`src/rtl/shift_seq_ctrl_pkg.sv`:
```
// Shared types and defaults for the shift-register sequencer.
//   sr_state_t  : sequencer FSM state encoding
//   SR_W_DEF    : default shift register width
//   SR_DIV_DEF  : default shift-tick divider
//   cnt_width() : width of a down-counter that must hold n-1
package shift_seq_pkg;

   typedef enum logic [1:0] {ST_IDLE, ST_SHIFT, ST_DONE} sr_state_t;

   localparam int SR_W_DEF   = 8;
   localparam int SR_DIV_DEF = 4;

   function automatic int cnt_width(input int n);
      return (n > 2) ? $clog2(n) : 1;
   endfunction

endpackage

```
`src/rtl/shift_seq_ctrl_if.sv`:
```
// Parallel-side bundle of the shift-register sequencer.
//   load_valid_i / load_ready_o / load_data_i : word-in handshake
//   rx_valid_o / rx_data_o                    : received-word strobe and data
// Modports: master = producer/consumer side, slave = sequencer side.
interface shift_seq_ctrl_if
   import shift_seq_pkg::*;
#(
   parameter int W = SR_W_DEF
) ();

   logic          load_valid_i;
   logic          load_ready_o;
   logic [W-1:0]  load_data_i;
   logic          rx_valid_o;
   logic [W-1:0]  rx_data_o;

   modport master (
      output load_valid_i,
      output load_data_i,
      input  load_ready_o,
      input  rx_valid_o,
      input  rx_data_o
   );

   modport slave (
      input  load_valid_i,
      input  load_data_i,
      output load_ready_o,
      output rx_valid_o,
      output rx_data_o
   );

endinterface

```
`src/rtl/shift_seq_ctrl_tick_gen.sv`:
```
// Shift-tick divider, only built when SR_CLKDIV_EN is defined.
//   clk, rst : clock, async active-low reset
//   clr      : restart the divider at 0 (new transfer)
//   run      : count only while the sequencer is shifting
//   tick     : high on the last cycle of each DIV-cycle period
`ifdef SR_CLKDIV_EN
module shift_tick_gen
   import shift_seq_pkg::*;
#(
   parameter int DIV = SR_DIV_DEF
) (
   input  logic clk,
   input  logic rst,
   input  logic clr,
   input  logic run,
   output logic tick
);

   localparam int CW = cnt_width(DIV);
   localparam logic [CW-1:0] LAST = CW'(DIV - 1);

   logic [CW-1:0] cnt;

   always_ff @(posedge clk or negedge rst) begin
      if (!rst) begin
         cnt <= '0;
      end else if (clr) begin
         cnt <= '0;
      end else if (run) begin
         cnt <= (cnt == LAST) ? '0 : cnt + 1'b1;
      end
   end

   // With DIV=1 the counter never leaves 0, so tick follows run every cycle.
   assign tick = run && (cnt == LAST);

endmodule
`endif

```
`src/rtl/shift_seq_ctrl.sv`:
```
// Full-duplex shift-register sequencer.
// Takes a W-bit word over a valid/ready handshake, shifts it out MSB-first on
// ser_o while shifting ser_i in at the LSB, then presents the received word
// with a one-cycle rx_valid_o pulse.
//   clk, rst      : clock, async active-low reset
//   bus (slave)   : load handshake + received word (shift_seq_ctrl_if)
//   ser_i / ser_o : serial in / out (ser_o = shift register MSB)
//   shift_en_o    : strobe on every shift tick
//   busy_o        : transfer in progress (SHIFT or DONE)
// Build option SR_CLKDIV_EN: shift ticks come from a DIV-cycle divider
// instead of every cycle.
module shift_seq_ctrl
   import shift_seq_pkg::*;
#(
   parameter int W   = SR_W_DEF,
   parameter int DIV = SR_DIV_DEF
) (
   input  logic             clk,
   input  logic             rst,
   shift_seq_ctrl_if.slave  bus,
   input  logic             ser_i,
   output logic             ser_o,
   output logic             shift_en_o,
   output logic             busy_o
);

   // state    | meaning
   // ST_IDLE  | waiting for a word, load_ready_o high
   // ST_SHIFT | shifting one bit per tick, cnt counts W-1..0
   // ST_DONE  | one cycle, rx_valid_o pulse with the received word

   localparam int CW = cnt_width(W);

   if (W < 2) begin : g_bad_w
      $error("shift_seq_ctrl: W must be >= 2");
   end
   if (DIV < 1) begin : g_bad_div
      $error("shift_seq_ctrl: DIV must be >= 1");
   end

   sr_state_t      state;
   logic [W-1:0]   sr;
   logic [CW-1:0]  cnt;
   logic           ready_q;
   logic           busy_q;
   logic           rx_valid_q;
   logic [W-1:0]   rx_data_q;
   logic           in_shift;
   logic           accept;
   logic           tick;

   assign in_shift = (state == ST_SHIFT);
   assign accept   = (state == ST_IDLE) && ready_q && bus.load_valid_i;

`ifdef SR_CLKDIV_EN
   shift_tick_gen #(.DIV(DIV)) u_tick_gen (
      .clk  (clk),
      .rst  (rst),
      .clr  (accept),
      .run  (in_shift),
      .tick (tick)
   );
`else
   assign tick = 1'b1;
`endif

   always_ff @(posedge clk or negedge rst) begin
      if (!rst) begin
         state      <= ST_IDLE;
         sr         <= '0;
         cnt        <= '0;
         ready_q    <= 1'b0;
         busy_q     <= 1'b0;
         rx_valid_q <= 1'b0;
         rx_data_q  <= '0;
      end else begin
         rx_valid_q <= 1'b0;
         case (state)
            ST_IDLE: begin
               // ready comes up one cycle after reset release and stays up
               // until a word is taken
               ready_q <= 1'b1;
               if (accept) begin
                  sr      <= bus.load_data_i;
                  cnt     <= CW'(W - 1);
                  ready_q <= 1'b0;
                  busy_q  <= 1'b1;
                  state   <= ST_SHIFT;
               end
            end
            ST_SHIFT: begin
               if (tick) begin
                  sr <= {sr[W-2:0], ser_i};
                  if (cnt == '0) begin
                     // capture the post-shift value so rx_data_o is valid
                     // in the same cycle as the rx_valid_o pulse
                     rx_data_q  <= {sr[W-2:0], ser_i};
                     rx_valid_q <= 1'b1;
                     state      <= ST_DONE;
                  end else begin
                     cnt <= cnt - 1'b1;
                  end
               end
            end
            ST_DONE: begin
               busy_q  <= 1'b0;
               ready_q <= 1'b1;
               state   <= ST_IDLE;
            end
            default: begin
               busy_q  <= 1'b0;
               ready_q <= 1'b0;
               state   <= ST_IDLE;
            end
         endcase
      end
   end

   assign ser_o            = sr[W-1];
   assign shift_en_o       = in_shift && tick;
   assign busy_o           = busy_q;
   assign bus.load_ready_o = ready_q;
   assign bus.rx_valid_o   = rx_valid_q;
   assign bus.rx_data_o    = rx_data_q;

endmodule

```
`src/flat_wrapper.sv`:
```
// flat-port wrapper written by rule: the top's interface ports become plain ports
module shift_seq_ctrl_flat import shift_seq_pkg::*;
#(
   parameter int W   = SR_W_DEF,
   parameter int DIV = SR_DIV_DEF
)
  (clk, rst, ser_i, ser_o, shift_en_o, busy_o, bus_load_valid_i, bus_load_data_i, bus_load_ready_o, bus_rx_valid_o, bus_rx_data_o);
  shift_seq_ctrl_if #(.W(W)) bus_i ();
  input  logic clk;
  input  logic rst;
  input  logic ser_i;
  output logic ser_o;
  output logic shift_en_o;
  output logic busy_o;
  input wire logic [$bits(bus_i.load_valid_i)-1:0] bus_load_valid_i;
  input wire logic [$bits(bus_i.load_data_i)-1:0] bus_load_data_i;
  output wire logic [$bits(bus_i.load_ready_o)-1:0] bus_load_ready_o;
  output wire logic [$bits(bus_i.rx_valid_o)-1:0] bus_rx_valid_o;
  output wire logic [$bits(bus_i.rx_data_o)-1:0] bus_rx_data_o;
  assign bus_i.load_valid_i = bus_load_valid_i;
  assign bus_i.load_data_i = bus_load_data_i;
  assign bus_load_ready_o = bus_i.load_ready_o;
  assign bus_rx_valid_o = bus_i.rx_valid_o;
  assign bus_rx_data_o = bus_i.rx_data_o;
  shift_seq_ctrl #(.W(W), .DIV(DIV)) u_core (.clk(clk), .rst(rst), .bus(bus_i), .ser_i(ser_i), .ser_o(ser_o), .shift_en_o(shift_en_o), .busy_o(busy_o));
endmodule
```
`config.mk`:
```
export PLATFORM = sky130hd
export DESIGN_NAME = shift_seq_ctrl_flat
export DESIGN_NICKNAME = d
export VERILOG_FILES = /design/src/rtl/shift_seq_ctrl_pkg.sv /design/src/rtl/shift_seq_ctrl_if.sv /design/src/rtl/shift_seq_ctrl_tick_gen.sv /design/src/rtl/shift_seq_ctrl.sv /design/src/flat_wrapper.sv
export SDC_FILE = /design/constraint.sdc
export NUM_CORES = 1
export LEC_CHECK = 0
export CAP_MARGIN = 20
export CELL_PAD_IN_SITES_DETAIL_PLACEMENT = 1
export CELL_PAD_IN_SITES_GLOBAL_PLACEMENT = 2
export CORE_MARGIN = 1.5
export CORE_UTILIZATION = 28
export DETAILED_ROUTE_END_ITERATION = 8
export GPL_TIMING_DRIVEN = 1
export PLACE_DENSITY_LB_ADDON = 0.1
export SLEW_MARGIN = 20
export SYNTH_ARGS = -nofsm -noshare
export SYNTH_HDL_FRONTEND = slang
export SYNTH_SLANG_ARGS = --single-unit
```
`constraint.sdc`:
```
create_clock -name clk -period 1.51 [get_ports clk]
set_input_delay 0.302 -clock clk [delete_from_list [all_inputs] [get_ports clk]]
set_output_delay 0.302 -clock clk [all_outputs]
set_load 0.01 [all_outputs]
```
==> impl_metrics.py, run 1 <==
metrics = {
    "worst_setup_path": {
        "critical_path_required_ps": 1730,
        "cp_cell_sequence": "inv_1 -> ha_2 -> nand2b_4 -> nor2_4 -> buf_12 -> mux2_2",
        "cp_max_fo": 9,
        "path_class": "flip-flop to flip-flop",
        "slowest_delay_ps": 400,
        "critPathLaunchType": "flip-flop",
        "crit_path_top_delay_cell": "dfrtp_1",
        "end_kind": "flip-flop",
        "crit_arrival_ps": 1660,
    },
    "logic_synthesis": {
        "yosys_warnings": 0,
        "synthCells": 81,
        "seq_area_frac_synth_pct": 58.5,
        "synth_seq_cells": 24,
        "netlist_area_um2": 1030,
        "syn_nets": 95,
        "synthDistinctLibCells": 22,
        "avgSynthCellArea_um2": 12.7,
    },
    "place": {
        "place_congestion": 0.688,
        "port_buffers": 24,
        "dp_slack_ps": -124,
        "post_dp_cell_area_um2": 1370,
        "post-dp-hpwl_um": 1540,
    },
    "clock_tree": {
        "clkLatencyLatePin_ps": 320,
        "hold_buffers": 0,
        "path_clk_slew_ps": 130,
        "cts.sinks": 24,
        "cts_buffers": 3,
        "clock-root-buffer": "clkbuf_4",
        "htreeDepth": 1,
        "cts_tree": "built",
        "ctsLongestPathBuffers": 2,
    },
    "floorplan": {
        "num_rows": 21,
        "num_io_pins": 25,
        "die_area_um2": 4040,
        "die_height_um": 63.6,
        "die_x_um": 63.6,
        "core-area_um2": 3420,
        "start_util_pct": 30.1,
    },
    "drt": {
        "dr.pass1.iters": 3,
        "avgViaCountPerCell": 4.51,
        "drc_errors": 0,
        "vias": 722,
        "wl_per_cell_um": 13.8,
        "postRouteAntennaNets": 0,
        "drt_iter0_markers": 26,
        "wirelength_um": 2200,
    },
    "timing": {
        "setup_ws_ps": 69.8,
        "finalCritPeriodShare_pct": 95.4,
        "final.setup.tns_ps": 0,
        "fin_crit_ps": 1440,
        "hold_violations": 0,
        "maxSlewViolCount": 0,
        "rsz0062_at_grt": "false",
        "setup_viol": 0,
        "skew_ps": 2.16,
        "fmax_ghz": 0.694,
        "tightest_slew_ps": 315,
        "slew_headroom_pct": 79.0,
    },
    "min_path": {
        "worstHoldPathType": "input pin to asynchronous set/reset pin",
    },
    "global_route": {
        "met2_usage_pct": 20.0,
        "use_met3_pct": 2.50,
        "antenna_found_initial": 0,
        "grtUsageTotal_pct": 12.4,
        "use_met1_pct": 15.5,
        "grt_max_degree": 25,
        "grt_pass1_vias": 782,
        "grt_overflow": 0,
        "grt_pass1_wl_um": 3770,
        "grt-busiest-layer": "met2",
    },
    "cells_and_area": {
        "seq_area_um2": 601,
        "multi_input_comb_area_um2": 395,
        "nNetsFinal": 130,
        "diodes": 0,
        "final_common_cell": "dfrtp_1",
        "nFillCells": 382,
        "area_growth_pct": 35.8,
        "mostFrequentLayoutCells": "24 x dfrtp_1, 11 x clkdlybuf4s50_1, 11 x dlygate4sd2_1",
        "drive_above_1_share_pct": 23.7,
        "design_area_um2": 1400,
    },
    "pwr": {
        "leakage_nw": 0.656,
        "ir_drop_mv": 0.553,
        "power_density_nw_per_um2": 1860,
    },
    "status": {
        "outcome": "finished, final reports clean",
    },
    "flow_run": {
        "maxCapViolCount": 0,
    },
}
==> per-layer routing <==
| layer | part of all wire, % | wire length [um] |
|---|---|---|
| met2 | 48 | 1060 |
| met1 | 47 | 1040 |
| met4 | 1.9 | 42 |
| met5 | 0 | 0 |
| met3 | 2.8 | 62 |
==> final cells by class <==
type | instances | share of cell area [%]
Clock buffer | 3 | 1.61
Inverter | 4 | 1.08
Multi-Input combinational cell | 50 | 28.3
Sequential cell | 24 | 43.0
Tap cell | 46 | 4.13
Timing Repair Buffer | 33 | 21.8
==> flip-flops by register name (all words and copies together) (netlist names) <==
signal                   cells
u_core.bus.rx_valid_o        1
u_core.cnt                   3
u_core.bus.load_ready_o      1
u_core.sr                    8
u_core.busy_o                1
u_core.bus.rx_data_o         8
u_core.state                 2
==> through the flow <==
stage                     instances  util (%)  hold slack, ps  power [mW]
after floorplan                  81         -            6.41        1.83
after global placement          156      40.1             471        2.36
after detailed placement        156      40.1             477        2.41
final                           160      40.8             325        2.60
after global routing            160      40.8             356        2.83
after CTS                       159      40.3             334        2.60
==> where the power goes <==
| group | internal, mW | switching [mW] |
|---|---|---|
| clock | 0.0935 | 0.197 |
| combinational | 0.650 | 0.573 |
| sequential | 0.921 | 0.162 |
| total | 1.66 | 0.932 |
==> cells by family after synthesis <==
kind of cell | share of synthesized area [%]
flops | 58.5
mux | 16.6
simple gates | 8.77
compound gates | 8.89
buf+inv | 4.02
fa+ha+maj | 2.44
xor+xnor | 0.853
==> worst paths after layout <==
check	from	end	slack (ps)	cells past startpoint
setup / recovery	u_core.cnt[0]	u_core.bus.rx_data_o[2]	70	6
hold / removal	rst	u_core.busy_o	330	2
setup reg to reg	u_core.cnt[0]	u_core.bus.rx_data_o[2]	70	6
hold reg to reg	u_core.busy_o	u_core.busy_o	500	1
max in group asynchronous	rst	u_core.bus.rx_data_o[3]	940	2
min in group clk	u_core.busy_o	u_core.busy_o	500	1
==> worst max-delay path: cells and delay by family, from the launching register on <==
family        cells  cell delay (ps)
mux               1              330
buf+inv           2              220
fa+ha+maj         1              210
simple gates      2              190
flops             1              400
==> synthesized netlist by cell type <==
master	count	area, um2
nand2b_2	1	8.76
inv_1	4	15.0
a211oi_1	1	7.51
dfrtp_1	24	601
a21o_1	2	15.0
mux2i_1	8	80.1
xor2_1	1	8.76
o21ai_1	6	30.0
and4bb_4	1	16.3
nor2_4	1	11.3
and2_1	1	6.26
o21ai_0	2	10.0
ha_1	2	25.0
nand2b_1	1	6.26
nor2_1	2	7.51
a21oi_1	2	10.0
buf_6	1	11.3
o32a_1	1	10.0
a2bb2oi_1	1	8.76
mux2_2	8	90.1
nand2_1	9	33.8
buf_4	2	15.0
==> timing repair <==
action	4_1_cts	5_1_grt
gates resized for setup	16	3
setup endpoints to repair	12	10
setup buffers	0	1
pin swaps	0	3
No activity file was read; power rests on OpenSTA's default activity.
==> inputs of run 2 (changes only) <==
- CORE_UTILIZATION: 28 -> 31
- clock period: 1.51 -> 1.49 ns (I/O delays scaled with it)
==> run 2 against run 1 <==
Effect of this change:
- final cell count up 1.3%
- global-route usage up 1.5 points
- sequential share of layout area down 1.8 points
- clock power up 63%
- utilization up 6.1 points
- clock-buffer cell count unchanged
==> impl_metrics.py, run 2 (synthesis results as in run 1) <==
metrics = {
    "drt": {
        "dr.pass1.iters": 2,
        "drc_errors": 0,
        "avgViaCountPerCell": 4.66,
        "wirelength_um": 2260,
        "drt_iter0_markers": 10,
        "postRouteAntennaNets": 0,
        "vias": 755,
        "wl_per_cell_um": 13.9,
    },
    "worst_setup_path": {
        "slowest_delay_ps": 410,
        "critical_path_required_ps": 1700,
        "crit_path_top_delay_cell": "dfrtp_1",
        "worst-r2r-cell-count": 6,
        "critPathBufInv": 2,
        "path_class": "flip-flop to flip-flop",
        "timing.rr.end": "u_core.bus.rx_data_o[3]",
        "crit_arrival_ps": 1640,
        "path_delay_family": "flip-flops",
        "cp_max_fo": 9,
        "end_kind": "flip-flop",
        "crit_start": "u_core.cnt[0]",
        "ff2ff_setup_slack_ps": 70,
        "critPathLaunchType": "flip-flop",
        "r2r-start": "u_core.cnt[0]",
        "cp_cell_sequence": "inv_1 -> ha_4 -> nand2b_4 -> nor2_4 -> buf_12 -> mux2_2",
    },
    "timing": {
        "rsz0062_at_grt": "false",
        "final.setup.tns_ps": 0,
        "maxSlewViolCount": 0,
        "tightest_slew_ps": 311,
        "setup_ws_ps": 65.7,
        "hold_ws_ps": 329,
        "fmax_ghz": 0.702,
        "finalCritPeriodShare_pct": 95.6,
        "setup_viol": 0,
        "skew_ps": 4.71,
        "hold_violations": 0,
        "fin_crit_ps": 1420,
        "slew_headroom_pct": 79.3,
    },
    "global_route": {
        "antenna_found_initial": 0,
        "grt_overflow": 0,
        "grtUsageTotal_pct": 13.9,
        "grt_max_degree": 25,
        "grt_pass1_wl_um": 3730,
        "grt_pass1_vias": 822,
    },
    "pwr": {
        "leakage_nw": 0.673,
        "power_density_nw_per_um2": 1970,
        "ir_drop_mv": 0.562,
    },
    "cells_and_area": {
        "final_common_cell": "dfrtp_1",
        "mostFrequentLayoutCells": "24 x dfrtp_1, 12 x dlygate4sd2_1, 11 x clkdlybuf4s50_1",
        "diodes": 0,
        "design_area_um2": 1460,
        "area_growth_pct": 41.8,
        "drive_above_1_share_pct": 25.4,
        "nNetsFinal": 133,
    },
    "place": {
        "port_buffers": 24,
        "post-dp-hpwl_um": 1520,
        "dp_slack_ps": -131,
        "place_congestion": 0.661,
        "post_dp_cell_area_um2": 1360,
    },
    "clock_tree": {
        "ctsLongestPathBuffers": 2,
        "clkLatencyLatePin_ps": 310,
        "hold_buffers": 0,
        "cts.sinks": 24,
        "cts_buffers": 3,
        "path_clk_slew_ps": 140,
        "clock-root-buffer": "clkbuf_4",
        "cts_tree": "built",
        "htreeDepth": 1,
    },
    "floorplan": {
        "die_area_um2": 3670,
        "die_x_um": 60.6,
        "start_util_pct": 33.1,
        "die_height_um": 60.6,
        "core-area_um2": 3100,
        "num_rows": 20,
        "num_io_pins": 25,
    },
    "flow_run": {
        "maxCapViolCount": 0,
    },
    "status": {
        "outcome": "finished, final reports clean",
    },
    "min_path": {
        "worstHoldPathType": "input pin to asynchronous set/reset pin",
    },
}
[run 2: cell count changes in the layout (fill, tap and decap cells not counted)]
cell	delta
inv_1	+1
inv_2	-1
buf_4	+2
ha_4	+1
dlymetal6s2s_1	-1
ha_2	-1
dlygate4sd2_1	+1
and4bb_2	+1
bufinv_16	+1
[run 2: how the worst max path moves through the flow]
stage	end	slack (ps)	depth (start not counted)
after floorplan	u_core.bus.rx_data_o[0]	90	5
after global placement	u_core.sr[6]	-100	4
after detailed placement	u_core.sr[2]	-130	4
after CTS	u_core.bus.rx_data_o[3]	0.7	6
after global routing	u_core.bus.rx_data_o[2]	3	6
final	u_core.bus.rx_data_o[3]	70	6
[run 2: final cells by class]
class | count | area, um2
fill | 358 | 1650
sequential | 24 | 601
multi-input combinational | 51 | 418
timing repair buffer | 35 | 315
tap | 44 | 55.1
clock inverter | 1 | 30.0
clock buffer | 3 | 22.5
inverter | 4 | 15.0
[run 2: metal layers]
layer / track usage [%] / share of wire (%) / vias to the layer above
li1: - / - / 354
met1: 17.5 / 45 / 383
met2: 23.7 / 50 / 16
met3: 2.56 / 3.9 / 2
met4: 5.59 / 0.84 / 0
met5: 0 / 0 / -
[run 2: repair_timing]
item / in CTS / in global routing
setup endpoints to repair: 13 / 12
buffers inserted: 2 / 2
cloned: 0 / 1
pin swaps: 0 / 1
resized for setup: 16 / 3
[run 2: stage by stage]
step	utilization [%]	cells	power, mW
after floorplan	-	81	1.85
after global placement	43.9	153	2.36
after detailed placement	43.9	153	2.41
after CTS	45.4	159	2.82
after global routing	46.9	162	3.13
final	46.9	162	2.87
[run 2: report_power, final]
part	switching [mW]	total, mW	internal (mW)
Sequential	0.171	1.10	0.933
Combinational	0.594	1.30	0.702
Clock	0.202	0.473	0.272
Total	0.967	2.87	1.91
==> inputs of run 3 (changes only) <==
- ABC_AREA: not set -> 1
- CORE_UTILIZATION: 31 -> 28
- HOLD_SLACK_MARGIN: not set -> 0.02
==> run 3 against run 2 <==
Effect of this change:
- final cell count rose by 37%
- hold slack improved by 57 ps
- register-to-register slack improved by 140 ps
- fmax fell by 2.1%
- setup slack got worse by 31 ps
- design area rose by 7.0%
- utilization fell by 7.7 points
- sequential cell count did not move
- wire length rose by 23%
- largest cell class unchanged
- largest power group unchanged
==> impl_metrics.py, run 3 <==
metrics = {
    "worst_setup_path": {
        "slowest_delay_ps": 540,
        "crit_arrival_ps": 1160,
        "crit_path_top_delay_cell": "clkdlybuf4s50_1",
        "cp_cell_sequence": "clkdlybuf4s50_1",
        "critical_path_required_ps": 1190,
        "end_kind": "output port",
        "path_delay_family": "buffers and inverters",
        "critPathLaunchType": "flip-flop",
        "cp_max_fo": 2,
        "path_class": "flip-flop to output port",
        "critPathBufInv": 1,
    },
    "drt": {
        "wirelength_um": 2780,
        "postRouteAntennaNets": 0,
        "avgViaCountPerCell": 4.47,
        "vias": 992,
        "dr.pass1.iters": 4,
        "drt_iter0_markers": 30,
        "wl_per_cell_um": 12.5,
        "drc_errors": 0,
    },
    "cells_and_area": {
        "area_growth_pct": 36.4,
        "design_area_um2": 1560,
        "diodes": 0,
        "drive_above_1_share_pct": 11.6,
        "fin_util_pct": 39.2,
        "mostFrequentLayoutCells": "70 x nand2_1, 24 x dfrtp_1, 20 x nand3_1",
        "nNetsFinal": 187,
        "final_common_cell": "nand2_1",
    },
    "pwr": {
        "sw_frac_of_total_pct": 39.7,
        "ir_drop_mv": 0.714,
        "leakage_nw": 0.906,
        "p_sw_mw": 1.33,
        "pwr-share-clk_pct": 17.2,
        "p_int_mw": 2.03,
        "p_comb_share_pct": 48.9,
        "power.sequential.fraction_pct": 33.9,
        "power_density_nw_per_um2": 2160,
        "p_total_mw": 3.36,
    },
    "logic_synthesis": {
        "syn_nets": 153,
        "synth_top_flop_cell": "dfrtp_1",
        "synth_adder_area_share_pct": 2.19,
        "synthCells": 139,
        "netlist_area_um2": 1140,
        "seq_area_frac_synth_pct": 52.6,
        "synth-compound-area-share_pct": 0.657,
        "yosysTopAreaCellShare_pct": 52.6,
        "synthXorXnorAreaFrac_pct": 0,
        "async_flop_share_pct": 100,
        "synthDistinctLibCells": 14,
        "synth-edff-count": 0,
        "synthTopCellsByCount": "70 x nand2_1, 24 x dfrtp_1, 20 x nand3_1",
        "avgSynthCellArea_um2": 8.22,
        "synthMuxAreaShare_pct": 0,
        "synthSimpleGateAreaFrac_pct": 37.3,
        "synth_seq_cells": 24,
        "synth.most_common_cell": "nand2_1",
        "yosys.area.top_type": "dfrtp_1",
        "ys_top_cells_by_area": "dfrtp_1 53%, nand2_1 23%, nand3_1 8.8%",
        "synth_top_family_by_area": "simple AND/OR/NAND/NOR gates",
        "yosys_warnings": 0,
    },
    "timing": {
        "fin_crit_ps": 1460,
        "setup_viol": 0,
        "maxSlewViolCount": 0,
        "skew_ps": 3.84,
        "final.setup.tns_ps": 0,
        "rsz0062_at_grt": "false",
        "slew_headroom_pct": 78.6,
        "finalCritPeriodShare_pct": 97.7,
        "fmax_ghz": 0.687,
        "tightest_slew_ps": 321,
        "hold_violations": 0,
    },
    "clock_tree": {
        "clock-root-buffer": "clkbuf_8",
        "clkLatencyLatePin_ps": 270,
        "ctsLongestPathBuffers": 2,
        "cts.sinks": 24,
        "cts_buffers": 3,
        "htreeDepth": 1,
        "path_clk_slew_ps": 90,
        "cts_tree": "built",
    },
    "floorplan": {
        "die_height_um": 66.9,
        "start_util_pct": 28.8,
        "die_area_um2": 4470,
        "core-area_um2": 3970,
        "num_rows": 23,
        "die_x_um": 66.9,
        "num_io_pins": 25,
    },
    "place": {
        "post-dp-hpwl_um": 2000,
        "place_congestion": 0.720,
        "post_dp_cell_area_um2": 1470,
        "port_buffers": 24,
    },
    "global_route": {
        "grt_pass1_wl_um": 4700,
        "grtUsageTotal_pct": 14.2,
        "grt_max_degree": 25,
        "grt_pass1_vias": 976,
        "grt_overflow": 0,
        "antenna_found_initial": 0,
    },
    "flow_run": {
        "maxCapViolCount": 0,
    },
    "status": {
        "outcome": "finished, final reports clean",
    },
    "min_path": {
        "worstHoldPathType": "input pin to asynchronous set/reset pin",
    },
}
[run 3: cell count changes after synthesis, moves of 4 or more]
| cell | delta |
|---|---|
| inv_1 | +5 |
| nand3_1 | +20 |
| mux2_2 | -8 |
| o21ai_1 | -6 |
| mux2i_1 | -8 |
| nand2_2 | +4 |
| nand2_1 | +61 |
[run 3: per-layer routing]
| metal | vias to the layer above | track usage [%] | share of wire [%] |
|---|---|---|---|
| met1 | 466 | 18.9 | 47 |
| met3 | 4 | 2.70 | 4.5 |
| li1 | 500 | - | - |
| met5 | - | 0 | 0 |
| met2 | 22 | 22.9 | 47 |
| met4 | 0 | 5.36 | 1.4 |
[run 3: cell families (layout without fill, tap and decap cells)]
| family | count (synthesis) | in the layout |
|---|---|---|
| AOI/OAI and AO/OA | 1 | 1 |
| adders and majority gates | 2 | 2 |
| buffers and inverters | 14 | 47 |
| DFF | 24 | 24 |
| and+or+nand+nor | 98 | 98 |
[run 3: layout make-up]
class	instances	area, um2
multi-input cells	101	459
fillers	481	2410
well taps	50	62.6
flip-flops and latches	24	601
repair buffers	32	319
inverters	11	45.0
clock buffers	3	41.3
clock inverters	1	30.0
[run 3: final timing paths]
check | from | to | slack (ps) | cells after the start
max | u_core.bus.rx_data_o[4] | bus_rx_data_o[4] | 30 | 1
min | rst | u_core.bus.rx_data_o[6] | 390 | 2
max reg2reg | u_core.state[1] | u_core.sr[1] | 210 | 6
min reg2reg | u_core.bus.rx_data_o[1] | u_core.bus.rx_data_o[1] | 480 | 2
min in group clk | u_core.bus.rx_data_o[1] | u_core.bus.rx_data_o[1] | 480 | 2
max in group asynchronous | rst | u_core.sr[7] | 860 | 2
[run 3: power by group through the flow]
stage / clock network, mW / registers, mW / logic, mW
2_1_floorplan: 0 / 1.20 / 1.03
3_3_place_gp: 0 / 1.15 / 1.68
3_5_place_dp: 0 / 1.16 / 1.71
4_1_cts: 0.599 / 1.15 / 1.71
5_1_grt: 0.618 / 1.18 / 1.90
6_report: 0.579 / 1.14 / 1.64
[run 3: timing repair]
| item | in CTS | in global routing |
|---|---|---|
| gates resized for setup | 1 | 8 |
| endpoints found under the setup margin | 1 | 8 |
| hold buffers | 0 | 0 |
| setup buffers | 0 | 0 |
[run 3: per-stage QoR]
stage | worst slack (ps) | hold slack [ps] | instances
after floorplan | 326 | 2.41 | 139
after global placement | 31.7 | 461 | 218
after detailed placement | 20.3 | 467 | 218
after CTS | 6.43 | 398 | 222
after global routing | 0.775 | 417 | 222
final | 34.4 | 386 | 222
